--- src/rtl/sr_7seg_mux_scan_driver.sv ---
// +----------------------------------------------------------------------------+
// | sr_7seg_mux_scan_driver                                                    |
// | Multiplexed 7-segment scanner driving a 74HC595 chain with per-digit PWM.  |
// | Rev 1.0                                                                    |
// +----------------------------------------------------------------------------+
`default_nettype none

module sr_7seg_mux_scan_driver #(
  parameter int DIGITS         = 8,
  parameter int SEG_W          = 8,
  parameter int BRIGHT_W       = 8,
  parameter int SCLK_DIV       = 6,
  parameter int DWELL_PRESCALE = 2,
  parameter int BLINK_W        = 6,
  parameter int SEL_ACTIVE_LOW = 0
) (
  input  logic                       sys_clk,
  input  logic                       rst_n,
  input  logic                       en,
  input  logic                       clear_buffer,
  input  logic                       commit_char,
  input  logic [$clog2(DIGITS)-1:0]  char_sel,
  input  logic [SEG_W-1:0]           seg_data,
  input  logic [BRIGHT_W-1:0]        char_bright,
  input  logic                       char_blink,
  output logic                       SCLK,
  output logic                       DOUT,
  output logic                       RCLK,
  output logic                       OE,
  output logic                       frame_start
);

  localparam int C_IDX_W = $clog2(DIGITS);
  localparam int C_N     = DIGITS + SEG_W;
  localparam int C_BIT_W = $clog2(C_N);
  localparam int C_DIV_W = (SCLK_DIV > 1) ? $clog2(SCLK_DIV) : 1;
  localparam int C_PRE_W = (DWELL_PRESCALE > 1) ? $clog2(DWELL_PRESCALE) : 1;

  localparam logic [C_DIV_W-1:0]  C_DIV_LAST   = C_DIV_W'(SCLK_DIV - 1);
  localparam logic [C_PRE_W-1:0]  C_PRE_LAST   = C_PRE_W'(DWELL_PRESCALE - 1);
  localparam logic [C_BIT_W-1:0]  C_BIT_LAST   = C_BIT_W'(C_N - 1);
  localparam logic [C_IDX_W-1:0]  C_DIGIT_LAST = C_IDX_W'(DIGITS - 1);
  localparam logic [BRIGHT_W-1:0] C_TICK_LAST  = '1;

  typedef enum logic [2:0] {
    S_IDLE  = 3'd0,
    S_LOAD  = 3'd1,
    S_SHIFT = 3'd2,
    S_LATCH = 3'd3,
    S_DWELL = 3'd4
  } state_t;

  logic [SEG_W-1:0]    r_seg_buf    [DIGITS];
  logic [BRIGHT_W-1:0] r_bright_buf [DIGITS];
  logic [DIGITS-1:0]   r_blink_buf;

  state_t              r_state;
  logic [C_IDX_W-1:0]  r_digit;
  logic [BLINK_W-1:0]  r_frame_cnt;
  logic [C_N-1:0]      r_shreg;
  logic [C_BIT_W-1:0]  r_bit_cnt;
  logic [C_DIV_W-1:0]  r_div_cnt;
  logic [C_PRE_W-1:0]  r_pre_cnt;
  logic [BRIGHT_W-1:0] r_tick;
  logic [BRIGHT_W-1:0] r_cur_bright;
  logic                r_cur_blank;

  logic [DIGITS-1:0]   w_onehot;
  logic [DIGITS-1:0]   w_sel;
  logic [C_N-1:0]      w_word;
  logic [C_IDX_W-1:0]  w_digit_nxt;
  logic [BRIGHT_W-1:0] w_tick_nxt;
  logic                w_lit_nxt;

  // Clear has priority over a same-cycle commit.
  always_ff @(posedge sys_clk or negedge rst_n) begin
    if (!rst_n) begin
      for (int i = 0; i < DIGITS; i++) begin
        r_seg_buf[i]    <= '0;
        r_bright_buf[i] <= '0;
      end
      r_blink_buf <= '0;
    end else if (clear_buffer) begin
      for (int i = 0; i < DIGITS; i++) begin
        r_seg_buf[i]    <= '0;
        r_bright_buf[i] <= '0;
      end
      r_blink_buf <= '0;
    end else if (commit_char) begin
      r_seg_buf[char_sel]    <= seg_data;
      r_bright_buf[char_sel] <= char_bright;
      r_blink_buf[char_sel]  <= char_blink;
    end
  end

  always_comb begin
    w_onehot          = '0;
    w_onehot[r_digit] = 1'b1;
    w_sel             = (SEL_ACTIVE_LOW != 0) ? ~w_onehot : w_onehot;
    w_word            = {w_sel, r_seg_buf[r_digit]};
    w_digit_nxt       = r_digit + C_IDX_W'(1);
    w_tick_nxt        = r_tick + BRIGHT_W'(1);
    w_lit_nxt         = (w_tick_nxt < r_cur_bright) && !r_cur_blank;
  end

  always_ff @(posedge sys_clk or negedge rst_n) begin
    if (!rst_n) begin
      r_state      <= S_IDLE;
      r_digit      <= '0;
      r_frame_cnt  <= '0;
      r_shreg      <= '0;
      r_bit_cnt    <= '0;
      r_div_cnt    <= '0;
      r_pre_cnt    <= '0;
      r_tick       <= '0;
      r_cur_bright <= '0;
      r_cur_blank  <= 1'b0;
      SCLK         <= 1'b0;
      DOUT         <= 1'b0;
      RCLK         <= 1'b0;
      OE           <= 1'b1;
      frame_start  <= 1'b0;
    end else begin
      frame_start <= 1'b0;
      if (!en) begin
        r_state <= S_IDLE;
        r_digit <= '0;
        SCLK    <= 1'b0;
        DOUT    <= 1'b0;
        RCLK    <= 1'b0;
        OE      <= 1'b1;
      end else begin
        case (r_state)
          S_IDLE: begin
            r_state     <= S_LOAD;
            r_digit     <= '0;
            frame_start <= 1'b1;
          end
          // Snapshot the entry here so later writes cannot tear this visit.
          S_LOAD: begin
            DOUT         <= w_word[C_N-1];
            r_shreg      <= w_word << 1;
            r_bit_cnt    <= '0;
            r_div_cnt    <= '0;
            SCLK         <= 1'b0;
            r_cur_bright <= r_bright_buf[r_digit];
            r_cur_blank  <= r_blink_buf[r_digit] & r_frame_cnt[BLINK_W-1];
            r_state      <= S_SHIFT;
          end
          S_SHIFT: begin
            if (r_div_cnt != C_DIV_LAST) begin
              r_div_cnt <= r_div_cnt + C_DIV_W'(1);
            end else begin
              r_div_cnt <= '0;
              if (!SCLK) begin
                SCLK <= 1'b1;
              end else begin
                SCLK <= 1'b0;
                if (r_bit_cnt == C_BIT_LAST) begin
                  DOUT    <= 1'b0;
                  RCLK    <= 1'b1;
                  r_state <= S_LATCH;
                end else begin
                  r_bit_cnt <= r_bit_cnt + C_BIT_W'(1);
                  DOUT      <= r_shreg[C_N-1];
                  r_shreg   <= r_shreg << 1;
                end
              end
            end
          end
          S_LATCH: begin
            if (r_div_cnt != C_DIV_LAST) begin
              r_div_cnt <= r_div_cnt + C_DIV_W'(1);
            end else begin
              r_div_cnt <= '0;
              RCLK      <= 1'b0;
              r_tick    <= '0;
              r_pre_cnt <= '0;
              OE        <= !((r_cur_bright != '0) && !r_cur_blank);
              r_state   <= S_DWELL;
            end
          end
          // OE for the coming tick is decided one cycle ahead so it stays registered.
          S_DWELL: begin
            if (r_pre_cnt != C_PRE_LAST) begin
              r_pre_cnt <= r_pre_cnt + C_PRE_W'(1);
            end else begin
              r_pre_cnt <= '0;
              if (r_tick == C_TICK_LAST) begin
                OE          <= 1'b1;
                r_state     <= S_LOAD;
                r_digit     <= w_digit_nxt;
                frame_start <= (w_digit_nxt == '0);
                if (r_digit == C_DIGIT_LAST) begin
                  r_frame_cnt <= r_frame_cnt + BLINK_W'(1);
                end
              end else begin
                r_tick <= w_tick_nxt;
                OE     <= !w_lit_nxt;
              end
            end
          end
          default: r_state <= S_IDLE;
        endcase
      end
    end
  end

endmodule

`default_nettype wire

--- config.mk ---
export PLATFORM = sky130hd
export DESIGN_NAME = sr_7seg_mux_scan_driver
export DESIGN_NICKNAME = d
export VERILOG_FILES = /design/src/rtl/sr_7seg_mux_scan_driver.sv
export SDC_FILE = /design/constraint.sdc
export NUM_CORES = 1
export LEC_CHECK = 0
export BUFFER_PORTS_ARGS = -buffer_cell sky130_fd_sc_hd__buf_2
export CORE_MARGIN = 2
export CORE_UTILIZATION = 56
export CTS_CLUSTER_SIZE = 10
export DETAILED_ROUTE_END_ITERATION = 8
export MAX_ROUTING_LAYER = met4
export PLACE_DENSITY = 0.79
export SLEW_MARGIN = 20
export SYNTH_ARGS = -nofsm -noshare
export SYNTH_HDL_FRONTEND = slang
export SYNTH_SLANG_ARGS = --single-unit
--- constraint.sdc ---
create_clock -name sys_clk -period 2.2 [get_ports sys_clk]
set_clock_uncertainty 0.2 [all_clocks]
set_input_delay 0.33 -clock sys_clk [delete_from_list [all_inputs] [get_ports sys_clk]]
set_output_delay 0.33 -clock sys_clk [all_outputs]
set_load 0.1 [all_outputs]
# [Word-level counts from Yosys, hierarchy flattened]
# Cells that the tools add are included.
[totals] register_bits=194 in_bits=25 out_inout_bits=5 word_cells=176
[classes] addsub=6 magnitude_cmp=8 eq_ne=24 mux=75 bitwise_logic=3 reduce_logical=28
[op_table] op="64-bit two-way mux" n=4
[op_table] op="64-bit bitwise mux" n=2
[op_table] op="8-bit two-way mux" n=10
[op_table] op="8-bit binary-select mux with 3-bit select" n=2
[op_table] op="16-bit two-way mux" n=3
[op_table] op="3-bit two-way mux" n=11
[op_table] op="16-bit case mux with 2 select lines" n=1
[op_table] op="8-bit demux with 3-bit select" n=1
[op_table] op="1-bit two-way mux" n=23
[op_table] op="3-bit inequality test (second input constant)" n=7
[op_table] op="5-bit AND reduction" n=4
[op_table] op="8-bit case mux with 2 select lines" n=1
[op_table] op="3-bit case mux with 5 select lines" n=1
[op_table] op="4-bit two-way mux" n=3
[op_table] op="2-bit inequality test (second input constant)" n=6
[op_table] op="3-bit by 1-bit inequality test with 1-bit output (second input constant)" n=4
[op_table] op="1-bit case mux with 2 select lines" n=6
[op_table] op="3-bit case mux with 2 select lines" n=2
[op_table] op="3-bit AND reduction" n=4
[op_table] op="8-bit by 1-bit adder with 8-bit output (second input constant)" n=1
[op_table] op="8-bit bitwise mux" n=1
[op_table] op="8-bit equality test (second input constant)" n=1
[op_table] op="4-bit >= comparator (second input constant)" n=2
[op_table] op="3-bit by 4-bit less-than comparator with 1-bit output (second input constant)" n=2
[op_table] op="24 further kinds" n=42

# [Longest topological paths before layout]
[logic_depth] word_depth=8 depth_mapped=9 ltp_nobuf=9

# [Worst setup path before layout]
# OpenSTA, ideal clock, no wires.
[synth_path] path_kind="register -> register" start="register SCLK" end="register r_bit_cnt[3]" setup_time_ps=78 arrival_time_ps=1958 t_required_ps=1922 setup_slack_ps=-36 path_stages_with_launch=5 path_buffers=0 period_less_slack_ps=2236 path_cell_list="dfrtp_1 -> and4b_1 -> nand4_2 -> or3_1 -> a21oi_1"
[synth_between] elab_chain_cells=2
[synth_rtl] element="start: declaration" line_no="26" rtl="output logic SCLK,"
[synth_rtl] element="start signal: assignment" line_no="118" rtl="SCLK <= 1'b0;"
[synth_rtl] element="start signal: assignment" line_no="128" rtl="SCLK <= 1'b0;"
[synth_rtl] element="start signal: assignment" line_no="145" rtl="SCLK <= 1'b0;"
[synth_rtl] element="2-bit inequality test (no line)"
[synth_rtl] element="5-bit AND reduction (no line)"
[synth_rtl] element="end signal: assignment" line_no="164" rtl="r_bit_cnt <= r_bit_cnt + C_BIT_W'(1);"
[synth_rtl] element="end: declaration" line_no="61" rtl="logic [C_BIT_W-1:0] r_bit_cnt;"
# No other way between the ends.
# A chain may end at the register's enable or synchronous reset.

# [Final worst setup path]
[layout_path] start="register r_tick[0]" end="register OE"
[layout_between] elab_chain_cells=8 word_cells_on_any_way=9 classes_between="add/sub: 1; order compare: 1; eq/ne: 1; mux: 4; reduce/logical: 2"
[layout_rtl] element="start: declaration" line_no="64" rtl="logic [BRIGHT_W-1:0] r_tick;"
[layout_rtl] element="start signal: assignment" line_no="198" rtl="r_tick <= w_tick_nxt;"
[layout_rtl] element="8-bit by 1-bit adder with 8-bit output" line_no="102" rtl="w_tick_nxt = r_tick + BRIGHT_W'(1);"
[layout_rtl] element="8-bit less-than comparator" line_no="103" rtl="w_lit_nxt = (w_tick_nxt < r_cur_bright) && !r_cur_blank;"
[layout_rtl] element="1-bit logical AND" line_no="103"
[layout_rtl] element="1-bit logical NOT" line_no="199" rtl="OE <= !w_lit_nxt;"
[layout_rtl] element="1-bit two-way mux (*)" line_no="189" rtl="if (r_tick == C_TICK_LAST) begin"
[layout_rtl] element="1-bit two-way mux (*)" line_no="185" rtl="if (r_pre_cnt != C_PRE_LAST) begin"
[layout_rtl] element="1-bit case mux with 2 select lines (*)" line_no="133" rtl="case (r_state)"
[layout_rtl] element="1-bit two-way mux (*)" line_no="125" rtl="if (!en) begin"
[layout_rtl] element="end signal: assignment" line_no="179" rtl="OE <= !((r_cur_bright != '0) && !r_cur_blank);"
[layout_rtl] element="end signal: assignment" line_no="199"
[layout_rtl] element="end: declaration" line_no="29" rtl="output logic OE,"
# Every way passes the cells marked *; elsewhere a longest branch is shown, timed or not. The select of a mux whose other input is x is not followed.

==> qor.log <==
[status] status complete, no violations
[synth] proportion of synthesized flip-flops having asynchronous set or reset 100%
[placement] post-placement cell area 10400 sq um
[grt] largest net degree at the start of global routing 54
[cells_and_area] diodes inserted 0
[critical_path] launching element type of the critical path register
[clock_network] number of levels the H-tree was split into 4
[critical_path] worst r2r src r_tick[0]
[clock_network] largest buffer count on any clock path 2
[placement] PortBufs 29
[route] via/cell ratio 6.22
[critical_path] Critical Path Sink Type register
[hold_path] type of the most critical hold path input pin to register
[power_and_ir_drop] combinational share of power 10.4%
[timing] post-layout min period 2.14 ns
[clock_network] number of clock sinks seen by CTS 193
[die] number of top-level pins 30
[power_and_ir_drop] worst supply voltage drop on vdd 0.581 mV
[die] area of the die 18300 sq um
[grt] global router's overall resource usage 32.0%
[synth] number of flip-flops and latches in the synthesized netlist 193
[synth] Gate Count Post-Synth 1072
[route] antenna-violating nets left 0
[placement] Post-Place Setup Slack -0.00544 ns
[critical_path] setup slack of the worst register-to-register path 0.06 ns
[critical_path] first element of the critical path r_tick[0]
[timing] Final Slew Violations 0
[synth] count of different cell masters after synthesis 74
[synth] Synth Cell Area 9660 sq um
[power_and_ir_drop] leakage 4.81 nW
[synth] post-synthesis average cell area 9.02 sq um
[flow_run] max_cap viols 0
[power_and_ir_drop] clock network fraction of total power 39.9%
[timing] Slew headroom 50.4%
[synth] dominant cell type by area after synthesis dfrtp_1
[die] die boundary height 135 um
[route] total DRC errors in the routed layout 0
[synth] number of warnings issued by yosys 0
[grt] wire length of the first global-routing pass 43.8 mm
[critical_path] data required time of the critical path 2.35 ns
[timing] hold violation total from the final report 0
[power_and_ir_drop] pwr/cell area 692 nW/um^2
[cells_and_area] fraction of layout instances using a drive strength above 1 14.9%
[critical_path] endpoint of the worst setup timing path OE
[clock_network] root buffer cell clkbuf_16
[synth] post-synth top area share 49.7%
[grt] vias in the first global route 8104
[synth] leading post-synthesis cells by cell area dfrtp_1 50%, nand2_1 12%, a21oi_1 8.0%
[critical_path] number of cell instances on the worst register-to-register path 9
[critical_path] Reg-to-Reg End OE
[route] vias post-DR 8427
[synth] predominant post-synthesis flop cell dfrtp_1
[cells_and_area] Final Cell Area 11200 sq um
[synth] post-synthesis sequential area ratio 50.0%
[timing] transition time of the tightest slew-check pin 0.743 ns
[cells_and_area] number of nets in the final layout 1155
[placement] routability-driven placement congestion ratio 0.967
[route] DRT Pass-1 Iters 7
[synth] EDFF count, synth 0
[clock_network] clock slew at the register clock pins of the worst setup and hold paths 0.07 ns
[timing] final worst setup slack 0.0578 ns
[power_and_ir_drop] part of the total power dissipated in sequential elements 49.7%
[timing] Tcrit/Tclk final 97.4%
[clock_network] clock tree from TritonCTS built
[clock_network] Worst-Skew Late Latency 0.43 ns
[power_and_ir_drop] switching power total 2.07 mW
[die] width of the die 135 um
[critical_path] signal arrival time at the worst endpoint 2.30 ns
[grt] grt total ovfl 0
[die] initial standard-cell utilization of the core 56.7%
[die] core area 17100 sq um
[critical_path] CP Class register to register
[timing] peak clock frequency supported by timing 0.467 GHz
[placement] final HPWL from detailed placement 18.0 mm
[route] wire per inst 20.2 um
[die] cell row count 48
[clock_network] number of buffers created by CTS 17
[grt] number of antenna violations at the first check in global routing 0
[timing] Finish-stage setup viols 0
[route] number of DRC markers in iteration 0 1042
[timing] setup repair after global routing missed its margin yes
[cells_and_area] area added between synthesis and finish 15.4%
[route] DRT Wirelength 27.4 mm
[power_and_ir_drop] share of total power consumed by net switching 26.8%
[synth] Syn Nets 1109
[critical_path] maximum net fanout on the critical path 4
[power_and_ir_drop] internal power summed over all cells 5.65 mW
==> area by class of cell <==
type | count | area, sq um
Clock buffer | 20 | 457
Clock inverter | 11 | 120
Fill cell | 1363 | 5900
Inverter | 19 | 71.3
Multi-Input combinational cell | 772 | 4380
Sequential cell | 193 | 4830
Tap cell | 225 | 282
Timing Repair Buffer | 115 | 1010
==> cells in the mapped netlist, types with 8 or more instances <==
| cell type | number |
|---|---|
| buf_2 | 46 |
| nor2_1 | 34 |
| a21oi_1 | 155 |
| nor2b_1 | 10 |
| clkbuf_1 | 37 |
| o21ai_0 | 11 |
| inv_1 | 18 |
| mux2_1 | 8 |
| xor2_1 | 8 |
| dfrtp_1 | 192 |
| o21ai_1 | 10 |
| a221oi_1 | 19 |
| nand3_1 | 18 |
| nand2_1 | 312 |
| ha_1 | 12 |
| a31oi_1 | 8 |
| mux2i_1 | 12 |
==> cell usage in the layout (no fill, tap or decap), drive strengths merged, types with 4 or more instances in the layout <==
cell | synthesis | routed
nand2 | 312 | 312
dfrtp | 192 | 192
a21oi | 155 | 155
buf | 51 | 104
nor2 | 37 | 37
inv | 19 | 24
clkbuf | 37 | 21
o21ai | 21 | 21
a221oi | 19 | 19
nand3 | 19 | 19
mux2 | 13 | 13
mux2i | 12 | 12
ha | 12 | 12
nor2b | 10 | 10
dlygate4sd3 | 0 | 10
nor3 | 9 | 9
xor2 | 8 | 8
a31oi | 8 | 8
and3 | 7 | 7
mux4 | 7 | 7
a22o | 7 | 7
nor4 | 7 | 7
o31ai | 6 | 6
o21a | 6 | 6
nand2b | 5 | 5
a22oi | 5 | 5
a211oi | 5 | 5
o221ai | 5 | 5
a221o | 5 | 5
or3 | 5 | 5
nand4 | 5 | 5
or3b | 4 | 4
and2 | 4 | 4
==> how the worst min path moves through the flow <==
stage | from | to | slack, ns | depth (start not counted)
3_5_place_dp | rst_n | r_div_cnt[1] | 0.14 | 1
6_report | char_bright[4] | r_bright_buf[36] | 0.02 | 3
4_1_cts | char_bright[5] | r_bright_buf[37] | 0.005 | 3
5_1_grt | char_bright[5] | r_bright_buf[37] | 0.0005 | 3
2_1_floorplan | rst_n | DOUT | -0.17 | 0
3_3_place_gp | rst_n | r_div_cnt[0] | 0.14 | 1
==> timing repair <==
action	in CTS	in global routing
endpoints found under the setup margin	2	8
hold endpoints to repair	95	0
buffers inserted	3	1
hold buffers	10	0
pin swaps	1	1
resized for setup	0	8
==> cells by family (layout without fill, tap and decap cells) <==
group / after synthesis / in the layout / share of synthesized area (%)
simple gates: 440 / 440 / 20.3
compound gates: 277 / 277 / 17.8
flops: 193 / 193 / 50.0
buf+inv: 107 / 165 / 5.02
mux: 32 / 32 / 4.39
fa+ha+maj: 12 / 12 / 1.55
xor+xnor: 11 / 11 / 0.997
==> critical path: stages, from the launching register on <==
cell,delay [ns]
dfrtp_1,0.40
ha_2,0.22
nand3_4,0.12
nor2_4,0.05
xor2_1,0.14
ha_1,0.30
o211a_1,0.14
o311ai_0,0.13
a41o_1,0.23
a32oi_1,0.14
==> routing by layer <==
metal / wire length [um] / GRT usage [%]
met1: 11000 / 43.3
met2: 12900 / 47.5
met3: 2640 / 6.73
met4: 877 / 13.1
met5: 0 / -
==> power by group through the flow <==
stage               logic, mW  registers (mW)  clock network [mW]
floorplan               0.479            3.88                   0
global placement        0.761            3.89                   0
detailed placement      0.778            3.90                   0
global route            0.883            3.86                3.26
CTS                     0.798            3.83                3.11
finish                  0.803            3.84                3.08
==> state kept, by name (all words and copies together), names as in the netlist, 3 cells and up <==
register and cells:
r_seg_buf 64, r_shreg 15, r_cur_bright 8, r_frame_cnt 6
r_state 3, r_digit 3, r_tick 8, r_div_cnt 3
r_bright_buf 64, r_bit_cnt 4, r_blink_buf 8
==> per-stage QoR <==
stage          hold slack, ns   TNS, ns  util (%)  power (mW)  instances
2_1_floorplan          -0.166         0         -        4.36       1072
3_3_place_gp            0.136         0      61.1        4.66       1310
4_1_cts               0.00479         0      65.2        7.74       1354
5_1_grt              0.000528   -0.0172      65.4        8.00       1355
3_5_place_dp            0.136  -0.00544      61.1        4.68       1310
6_report               0.0163         0      65.4        7.72       1355
Power figures use the tool's default switching activity.
